<file path="config.mk">
export PLATFORM = sky130hd
export DESIGN_NAME = sram_bus_arbiter_flat
export DESIGN_NICKNAME = d
export VERILOG_FILES = /design/src/rtl/sram_bus_arbiter_pkg.sv /design/src/rtl/sram_bus_arbiter_if.sv /design/src/rtl/sram_bus_arbiter.sv /design/src/flat_wrapper.sv
export SDC_FILE = /design/constraint.sdc
export NUM_CORES = 1
export LEC_CHECK = 0
export BUFFER_PORTS_ARGS = -buffer_cell sky130_fd_sc_hd__buf_2
export CAP_MARGIN = 0
export CORE_MARGIN = 4
export CORE_UTILIZATION = 45
export DETAILED_ROUTE_END_ITERATION = 8
export PLACE_DENSITY = 0.8
export SETUP_SLACK_MARGIN = 0.02
export SLEW_MARGIN = 0
export SYNTH_ARGS = -nofsm -noshare
export SYNTH_HDL_FRONTEND = slang
export SYNTH_SLANG_ARGS = --single-unit
</file>
<file path="constraint.sdc">
create_clock -name clk -period 1.4 [get_ports clk]
set_input_delay 0.28 -clock clk [delete_from_list [all_inputs] [get_ports clk]]
set_output_delay 0.28 -clock clk [all_outputs]
set_load 0.05 [all_outputs]
</file>
<file path="src/rtl/sram_bus_arbiter_pkg.sv">
// -----------------------------------------------------------------------------
// sram_bus_arbiter_pkg
// Shared definitions for the SRAM bus arbiter: FSM state encodings, bus size
// codes, owner encoding and the width of the stall-request pair that is folded
// into the pipeline stall bus.
// -----------------------------------------------------------------------------
package sram_bus_arbiter_pkg;

  typedef enum logic [1:0] {
    ST_IDLE = 2'd0,
    ST_REQ  = 2'd1,
    ST_WAIT = 2'd2
  } state_e;

  typedef enum logic {
    OWN_INST = 1'b0,
    OWN_DATA = 1'b1
  } owner_e;

  localparam logic [1:0] SIZE_BYTE = 2'd0;
  localparam logic [1:0] SIZE_HALF = 2'd1;
  localparam logic [1:0] SIZE_WORD = 2'd2;

  // {stallreq_mem, stallreq_if}
  localparam int STALL_W = 2;

  // A requester stalls its stage while it holds req and has not yet seen done.
  // rst_n forces the request low while the arbiter is in reset.
  function automatic logic stall_req(input logic req, input logic done, input logic rst_n);
    return req & ~done & rst_n;
  endfunction

endpackage

</file>
<file path="src/rtl/sram_bus_arbiter_if.sv">
// -----------------------------------------------------------------------------
// sram_bus_arbiter_if
// Bundles the IF/MEM requester handshakes, the external memory bus and the
// stall requests.
//   slave  : arbiter view (requests and bus responses in, bus fields, done
//            pulses, read data and stalls out)
//   master : environment view (requesters plus memory), the mirror image
// -----------------------------------------------------------------------------
interface sram_bus_arbiter_if #(
  parameter int ADDR_W = 32,
  parameter int DATA_W = 32
);

  // Instruction-fetch requester
  logic              inst_req;
  logic [ADDR_W-1:0] inst_addr;
  logic [DATA_W-1:0] inst_rdata;
  logic              inst_done;

  // Data (load/store) requester
  logic              data_req;
  logic              data_wr;
  logic [1:0]        data_size;
  logic [ADDR_W-1:0] data_addr;
  logic [DATA_W-1:0] data_wdata;
  logic [DATA_W-1:0] data_rdata;
  logic              data_done;

  // External memory bus
  logic              bus_req;
  logic              bus_wr;
  logic [1:0]        bus_size;
  logic [ADDR_W-1:0] bus_addr;
  logic [DATA_W-1:0] bus_wdata;
  logic              bus_addr_ok;
  logic              bus_data_ok;
  logic [DATA_W-1:0] bus_rdata;

  // Stall requests toward the pipeline stall controller
  logic              stallreq_if;
  logic              stallreq_mem;

  modport slave (
    input  inst_req, inst_addr,
    input  data_req, data_wr, data_size, data_addr, data_wdata,
    input  bus_addr_ok, bus_data_ok, bus_rdata,
    output inst_rdata, inst_done, data_rdata, data_done,
    output bus_req, bus_wr, bus_size, bus_addr, bus_wdata,
    output stallreq_if, stallreq_mem
  );

  modport master (
    output inst_req, inst_addr,
    output data_req, data_wr, data_size, data_addr, data_wdata,
    output bus_addr_ok, bus_data_ok, bus_rdata,
    input  inst_rdata, inst_done, data_rdata, data_done,
    input  bus_req, bus_wr, bus_size, bus_addr, bus_wdata,
    input  stallreq_if, stallreq_mem
  );

endinterface

</file>
<file path="src/rtl/sram_bus_arbiter.sv">
// -----------------------------------------------------------------------------
// sram_bus_arbiter
// Shares one SRAM-like bus between instruction fetch and data access, one
// outstanding transaction at a time, data having priority.
// Ports:
//   clk    : clock
//   rst    : synchronous active-low reset
//   bus_if : sram_bus_arbiter_if.slave (requesters, memory bus, stall requests)
// Flow: IDLE --grant--> REQ --addr_ok--> WAIT --data_ok--> IDLE (done pulse).
// -----------------------------------------------------------------------------
module sram_bus_arbiter
  import sram_bus_arbiter_pkg::*;
#(
  parameter int ADDR_W = 32,
  parameter int DATA_W = 32
) (
  input  logic               clk,
  input  logic               rst,
  sram_bus_arbiter_if.slave  bus_if
);

  state_e            state_q;
  owner_e            owner_q;
  logic              bus_req_q;
  logic              bus_wr_q;
  logic [1:0]        bus_size_q;
  logic [ADDR_W-1:0] bus_addr_q;
  logic [DATA_W-1:0] bus_wdata_q;
  logic              inst_done_q;
  logic              data_done_q;
  logic [DATA_W-1:0] inst_rdata_q;
  logic [DATA_W-1:0] data_rdata_q;

  // The done mask stops a requester that still holds req during its
  // completion cycle from being granted a second time.
  logic inst_elig_s;
  logic data_elig_s;
  assign inst_elig_s = bus_if.inst_req & ~inst_done_q;
  assign data_elig_s = bus_if.data_req & ~data_done_q;

  // Arbitration FSM with all bus fields, done pulses and read data registered.
  always_ff @(posedge clk) begin
    if (!rst) begin
      state_q      <= ST_IDLE;
      owner_q      <= OWN_INST;
      bus_req_q    <= 1'b0;
      bus_wr_q     <= 1'b0;
      bus_size_q   <= 2'd0;
      bus_addr_q   <= {ADDR_W{1'b0}};
      bus_wdata_q  <= {DATA_W{1'b0}};
      inst_done_q  <= 1'b0;
      data_done_q  <= 1'b0;
      inst_rdata_q <= {DATA_W{1'b0}};
      data_rdata_q <= {DATA_W{1'b0}};
    end else begin
      // Done is a single-cycle pulse unless WAIT completes below.
      inst_done_q <= 1'b0;
      data_done_q <= 1'b0;
      case (state_q)
        ST_IDLE: begin
          if (data_elig_s) begin
            owner_q     <= OWN_DATA;
            bus_wr_q    <= bus_if.data_wr;
            bus_size_q  <= bus_if.data_size;
            bus_addr_q  <= bus_if.data_addr;
            bus_wdata_q <= bus_if.data_wdata;
            bus_req_q   <= 1'b1;
            state_q     <= ST_REQ;
          end else if (inst_elig_s) begin
            owner_q     <= OWN_INST;
            bus_wr_q    <= 1'b0;
            bus_size_q  <= SIZE_WORD;
            bus_addr_q  <= bus_if.inst_addr;
            bus_wdata_q <= {DATA_W{1'b0}};
            bus_req_q   <= 1'b1;
            state_q     <= ST_REQ;
          end else begin
            state_q <= ST_IDLE;
          end
        end
        ST_REQ: begin
          if (bus_if.bus_addr_ok) begin
            bus_req_q <= 1'b0;
            state_q   <= ST_WAIT;
          end else begin
            state_q <= ST_REQ;
          end
        end
        ST_WAIT: begin
          if (bus_if.bus_data_ok) begin
            if (owner_q == OWN_DATA) begin
              data_rdata_q <= bus_if.bus_rdata;
              data_done_q  <= 1'b1;
            end else begin
              inst_rdata_q <= bus_if.bus_rdata;
              inst_done_q  <= 1'b1;
            end
            state_q <= ST_IDLE;
          end else begin
            state_q <= ST_WAIT;
          end
        end
        default: begin
          bus_req_q <= 1'b0;
          state_q   <= ST_IDLE;
        end
      endcase
    end
  end

  assign bus_if.bus_req      = bus_req_q;
  assign bus_if.bus_wr       = bus_wr_q;
  assign bus_if.bus_size     = bus_size_q;
  assign bus_if.bus_addr     = bus_addr_q;
  assign bus_if.bus_wdata    = bus_wdata_q;
  assign bus_if.inst_done    = inst_done_q;
  assign bus_if.data_done    = data_done_q;
  assign bus_if.inst_rdata   = inst_rdata_q;
  assign bus_if.data_rdata   = data_rdata_q;
  assign bus_if.stallreq_if  = stall_req(bus_if.inst_req, inst_done_q, rst);
  assign bus_if.stallreq_mem = stall_req(bus_if.data_req, data_done_q, rst);

endmodule

</file>
<file path="src/flat_wrapper.sv">
// flat-port wrapper written by rule: the top's interface ports become plain ports
module sram_bus_arbiter_flat import sram_bus_arbiter_pkg::*;
#(
  parameter int ADDR_W = 32,
  parameter int DATA_W = 32
)
  (clk, rst, bus_if_inst_req, bus_if_inst_addr, bus_if_data_req, bus_if_data_wr, bus_if_data_size, bus_if_data_addr, bus_if_data_wdata, bus_if_bus_addr_ok, bus_if_bus_data_ok, bus_if_bus_rdata, bus_if_inst_rdata, bus_if_inst_done, bus_if_data_rdata, bus_if_data_done, bus_if_bus_req, bus_if_bus_wr, bus_if_bus_size, bus_if_bus_addr, bus_if_bus_wdata, bus_if_stallreq_if, bus_if_stallreq_mem);
  sram_bus_arbiter_if #(.ADDR_W(ADDR_W), .DATA_W(DATA_W)) bus_if_i ();
  input  logic clk;
  input  logic rst;
  input wire logic [$bits(bus_if_i.inst_req)-1:0] bus_if_inst_req;
  input wire logic [$bits(bus_if_i.inst_addr)-1:0] bus_if_inst_addr;
  input wire logic [$bits(bus_if_i.data_req)-1:0] bus_if_data_req;
  input wire logic [$bits(bus_if_i.data_wr)-1:0] bus_if_data_wr;
  input wire logic [$bits(bus_if_i.data_size)-1:0] bus_if_data_size;
  input wire logic [$bits(bus_if_i.data_addr)-1:0] bus_if_data_addr;
  input wire logic [$bits(bus_if_i.data_wdata)-1:0] bus_if_data_wdata;
  input wire logic [$bits(bus_if_i.bus_addr_ok)-1:0] bus_if_bus_addr_ok;
  input wire logic [$bits(bus_if_i.bus_data_ok)-1:0] bus_if_bus_data_ok;
  input wire logic [$bits(bus_if_i.bus_rdata)-1:0] bus_if_bus_rdata;
  output wire logic [$bits(bus_if_i.inst_rdata)-1:0] bus_if_inst_rdata;
  output wire logic [$bits(bus_if_i.inst_done)-1:0] bus_if_inst_done;
  output wire logic [$bits(bus_if_i.data_rdata)-1:0] bus_if_data_rdata;
  output wire logic [$bits(bus_if_i.data_done)-1:0] bus_if_data_done;
  output wire logic [$bits(bus_if_i.bus_req)-1:0] bus_if_bus_req;
  output wire logic [$bits(bus_if_i.bus_wr)-1:0] bus_if_bus_wr;
  output wire logic [$bits(bus_if_i.bus_size)-1:0] bus_if_bus_size;
  output wire logic [$bits(bus_if_i.bus_addr)-1:0] bus_if_bus_addr;
  output wire logic [$bits(bus_if_i.bus_wdata)-1:0] bus_if_bus_wdata;
  output wire logic [$bits(bus_if_i.stallreq_if)-1:0] bus_if_stallreq_if;
  output wire logic [$bits(bus_if_i.stallreq_mem)-1:0] bus_if_stallreq_mem;
  assign bus_if_i.inst_req = bus_if_inst_req;
  assign bus_if_i.inst_addr = bus_if_inst_addr;
  assign bus_if_i.data_req = bus_if_data_req;
  assign bus_if_i.data_wr = bus_if_data_wr;
  assign bus_if_i.data_size = bus_if_data_size;
  assign bus_if_i.data_addr = bus_if_data_addr;
  assign bus_if_i.data_wdata = bus_if_data_wdata;
  assign bus_if_i.bus_addr_ok = bus_if_bus_addr_ok;
  assign bus_if_i.bus_data_ok = bus_if_bus_data_ok;
  assign bus_if_i.bus_rdata = bus_if_bus_rdata;
  assign bus_if_inst_rdata = bus_if_i.inst_rdata;
  assign bus_if_inst_done = bus_if_i.inst_done;
  assign bus_if_data_rdata = bus_if_i.data_rdata;
  assign bus_if_data_done = bus_if_i.data_done;
  assign bus_if_bus_req = bus_if_i.bus_req;
  assign bus_if_bus_wr = bus_if_i.bus_wr;
  assign bus_if_bus_size = bus_if_i.bus_size;
  assign bus_if_bus_addr = bus_if_i.bus_addr;
  assign bus_if_bus_wdata = bus_if_i.bus_wdata;
  assign bus_if_stallreq_if = bus_if_i.stallreq_if;
  assign bus_if_stallreq_mem = bus_if_i.stallreq_mem;
  sram_bus_arbiter #(.ADDR_W(ADDR_W), .DATA_W(DATA_W)) u_core (.clk(clk), .rst(rst), .bus_if(bus_if_i));
endmodule
</file>
==> results.toml <==
[status]
status = "complete, but fails checks"
violations = "negative setup slack"

[logic_synthesis]
yosysWarnings = 0
syn_avg_cell_area_sq_um = 9.62
synth_edf_count = 0
yosysMostFrequentCell = "dfxtp_1"
synth_xor_area_share_pct = 0
synth_area_leaders = "dfxtp_1, a32o_1, o21ai_0"
synth-simple-area-share_pct = 16.7
netlist_instances = 549
synth_compound_area_share_pct = 19.1
yosys-top-cells-count = "dfxtp_1, nand2_1, o21ai_0"
synth_seq_area_share_pct = 51.9
synth-seq-cells = 137
synth_fa_ha_area_share_pct = 0
synth_top_area_cell = "dfxtp_1"
synth_nets = 686
synth.distinct_cells = 30
ys_dominant_reg_cell = "dfxtp_1"
synth_top_area_share_pct = 51.9
synth_area_sq_mm = 0.00528
async_flop_share_pct = 0
synth_top_family_by_area = "compound AO/OA/AOI/OAI gates"
synth.mux.area_fraction_pct = 6.06

[floorplan]
die_area_sq_mm = 0.0135
die_w_um = 116
core_sq_mm = 0.0115
io_pins = 273
rows = 39
die_h_um = 116
initial_utilization_pct = 46.1

[worst_setup_path]
critical_path.endpoint_type = "primary output"
critPathKind = "flip-flop to primary output"
critPathRequiredTime_ns = 1.12
start_kind = "flip-flop"
rr_startpoint = "u_core.bus_if.data_done"
cp.arrival_ns = 1.27
worst-path-max-fanout = 2
critPathLaunch = "u_core.bus_if.inst_done"

[layout]
drive_above_1_share_pct = 42.8
multi_input_area_sq_mm = 0.00229
area_delta_synth_final_pct = 45.6
regArea_sq_mm = 0.00275
fillCellCount = 863
nets = 952

[drt]
drtIter0Drc = 434
wire_per_inst_um = 16.5
viasPerCell = 5.51
vias = 5364
drc = 0
finalWirelength_um = 16000
firstDrtPassIters = 5
final_antenna_net_count = 0

[global_routing]
grt_first_pass_wirelength_um = 24300
grt_overflow = 0
grt_max_degree = 66
gr-usage-all-layers_pct = 22.5
grt_pass1_vias = 5200
antenna_found_initial = 2

[cts]
clockBufferDepth = 2
htreeDepth = 4
cts_hold_buffers = 0
cts_root_buf = "clkbuf_16"
cts.sinks = 137
clk_pin_slew_ns = 0.06
cts_tree = "yes"
clkLatencyLatePin_ns = 0.40
cts_buffers = 17

[placement]
portBuffers = 272
dp_slack_ns = -0.219
routabilityCongestion = 0.834
dp_hpwl_um = 11300

[sta]
max_freq_ghz = 0.646
fin_crit_sh_pct = 111
max_slew.worst_pin.slew_ns = 0.290
relSlewSlack_pct = 80.6
rsz0062_at_grt = "true"
layout_min_cycle_time_ns = 1.55
slew_viol_final = 0
timing.setup.tns_ns = -0.200
skew_ns = 0.00601
finalHoldViolations = 0
finalSetupViolations = 3
layout_setup_ws_ns = -0.149

[job]
cap_violations = 0

[min_path]
holdCritPathClass = "input pin to flip-flop"
hp-start = "bus_if_data_wdata[15]"

[pwr]
power_density_mw_per_mm2 = 1400
ir_worst_vdd_mv = 0.935
leakage_nw = 3.60
totalPowerFinal_mw = 10.7
-- cell families after synthesis --
logic type / count (synthesis)
multiplexers: 32
flip-flops: 137
buffers and inverters: 61
AO/OA/AOI/OAI: 139
AND/OR/NAND/NOR: 180
-- through the flow --
step | cells | utilization (%) | hold WS (ns) | instance area (sq um)
CTS | 965 | 65.7 | 0.0606 | 7540
global placement | 930 | 59.8 | 0.438 | 6860
finish | 973 | 67.1 | 0.0848 | 7690
detailed placement | 930 | 59.8 | 0.450 | 6860
floorplan | 549 | - | 0.406 | 5310
global route | 972 | 67.0 | 0.0650 | 7690
-- registers in the layout, indices dropped and copies added (netlist names) --
signal,count
u_core.bus_if.bus_addr,32
u_core.bus_if.bus_wdata,32
u_core.bus_if.data_rdata,32
u_core.bus_if.inst_rdata,32
u_core.bus_if.bus_size,2
u_core.state_q,2
u_core.bus_if.bus_req,1
u_core.bus_if.bus_wr,1
u_core.bus_if.data_done,1
u_core.bus_if.inst_done,1
u_core.owner_q,1
-- repair_timing --
item,CTS,global route
pin swaps,2,0
setup buffers,3,4
gates cloned,0,2
endpoints found under the setup margin,70,72
resized for setup,9,13
-- worst paths after layout --
kind,to,slack [ns],depth (start not counted)
worst max-delay path,bus_if_stallreq_if,-0.15,4
worst min register to register,u_core.bus_if.bus_size[1],0.45,2
worst min-delay path,u_core.bus_if.bus_wdata[15],0.08,2
worst max register to register,u_core.bus_if.bus_addr[23],0.04,5
-- cell usage in the layout, fill, tap and decap left out, types with 2 or more instances in the layout --
| master | instances |
|---|---|
| a21oi_1 | 4 |
| clkinv_2 | 3 |
| bufinv_16 | 3 |
| o221ai_1 | 32 |
| buf_4 | 19 |
| clkbuf_16 | 19 |
| o21ai_0 | 65 |
| or3_1 | 32 |
| clkinvlp_4 | 2 |
| nand2_1 | 68 |
| clkbuf_8 | 4 |
| nand3_1 | 64 |
| nand2b_4 | 2 |
| nor2_1 | 4 |
| buf_2 | 266 |
| nor2_4 | 2 |
| nor2b_4 | 2 |
| buf_12 | 11 |
| diode_2 | 2 |
| a32o_1 | 34 |
| buf_6 | 6 |
| mux2i_1 | 29 |
| dfxtp_4 | 2 |
| dfxtp_1 | 135 |
| clkinv_4 | 3 |
| mux2i_2 | 2 |
-- power by group --
group | leakage, nW | internal (mW) | switching (mW)
Combinational | 2.18 | 0.619 | 1.29
Sequential | 1.12 | 4.10 | 0.124
Clock | 0.302 | 2.99 | 1.61
-- routing by layer --
metal / share of wire (%) / up-vias / GRT usage (%)
met1: 39 / 2476 / 26.6
li1: - / 2573 / -
met5: 0.081 / - / 0
met4: 2.5 / 2 / 10.1
met2: 50 / 271 / 38.1
met3: 8.3 / 42 / 5.96
-- critical path, cell delays in order, from the launching register on --
cell and delay (ns):
dfxtp_4 0.35, buf_6 0.11, nand2b_4 0.14, nor2_4 0.09, buf_6 0.16
-- layout make-up --
type | count | area share, %
well taps | 143 | 2.33
clock buffers | 22 | 6.30
flip-flops and latches | 137 | 35.8
multi-input cells | 351 | 29.8
clock inverters | 10 | 1.84
diodes | 2 | 0.0651
repair buffers | 306 | 23.8
inverters | 2 | 0.114
Power figures use the tool's default switching activity.
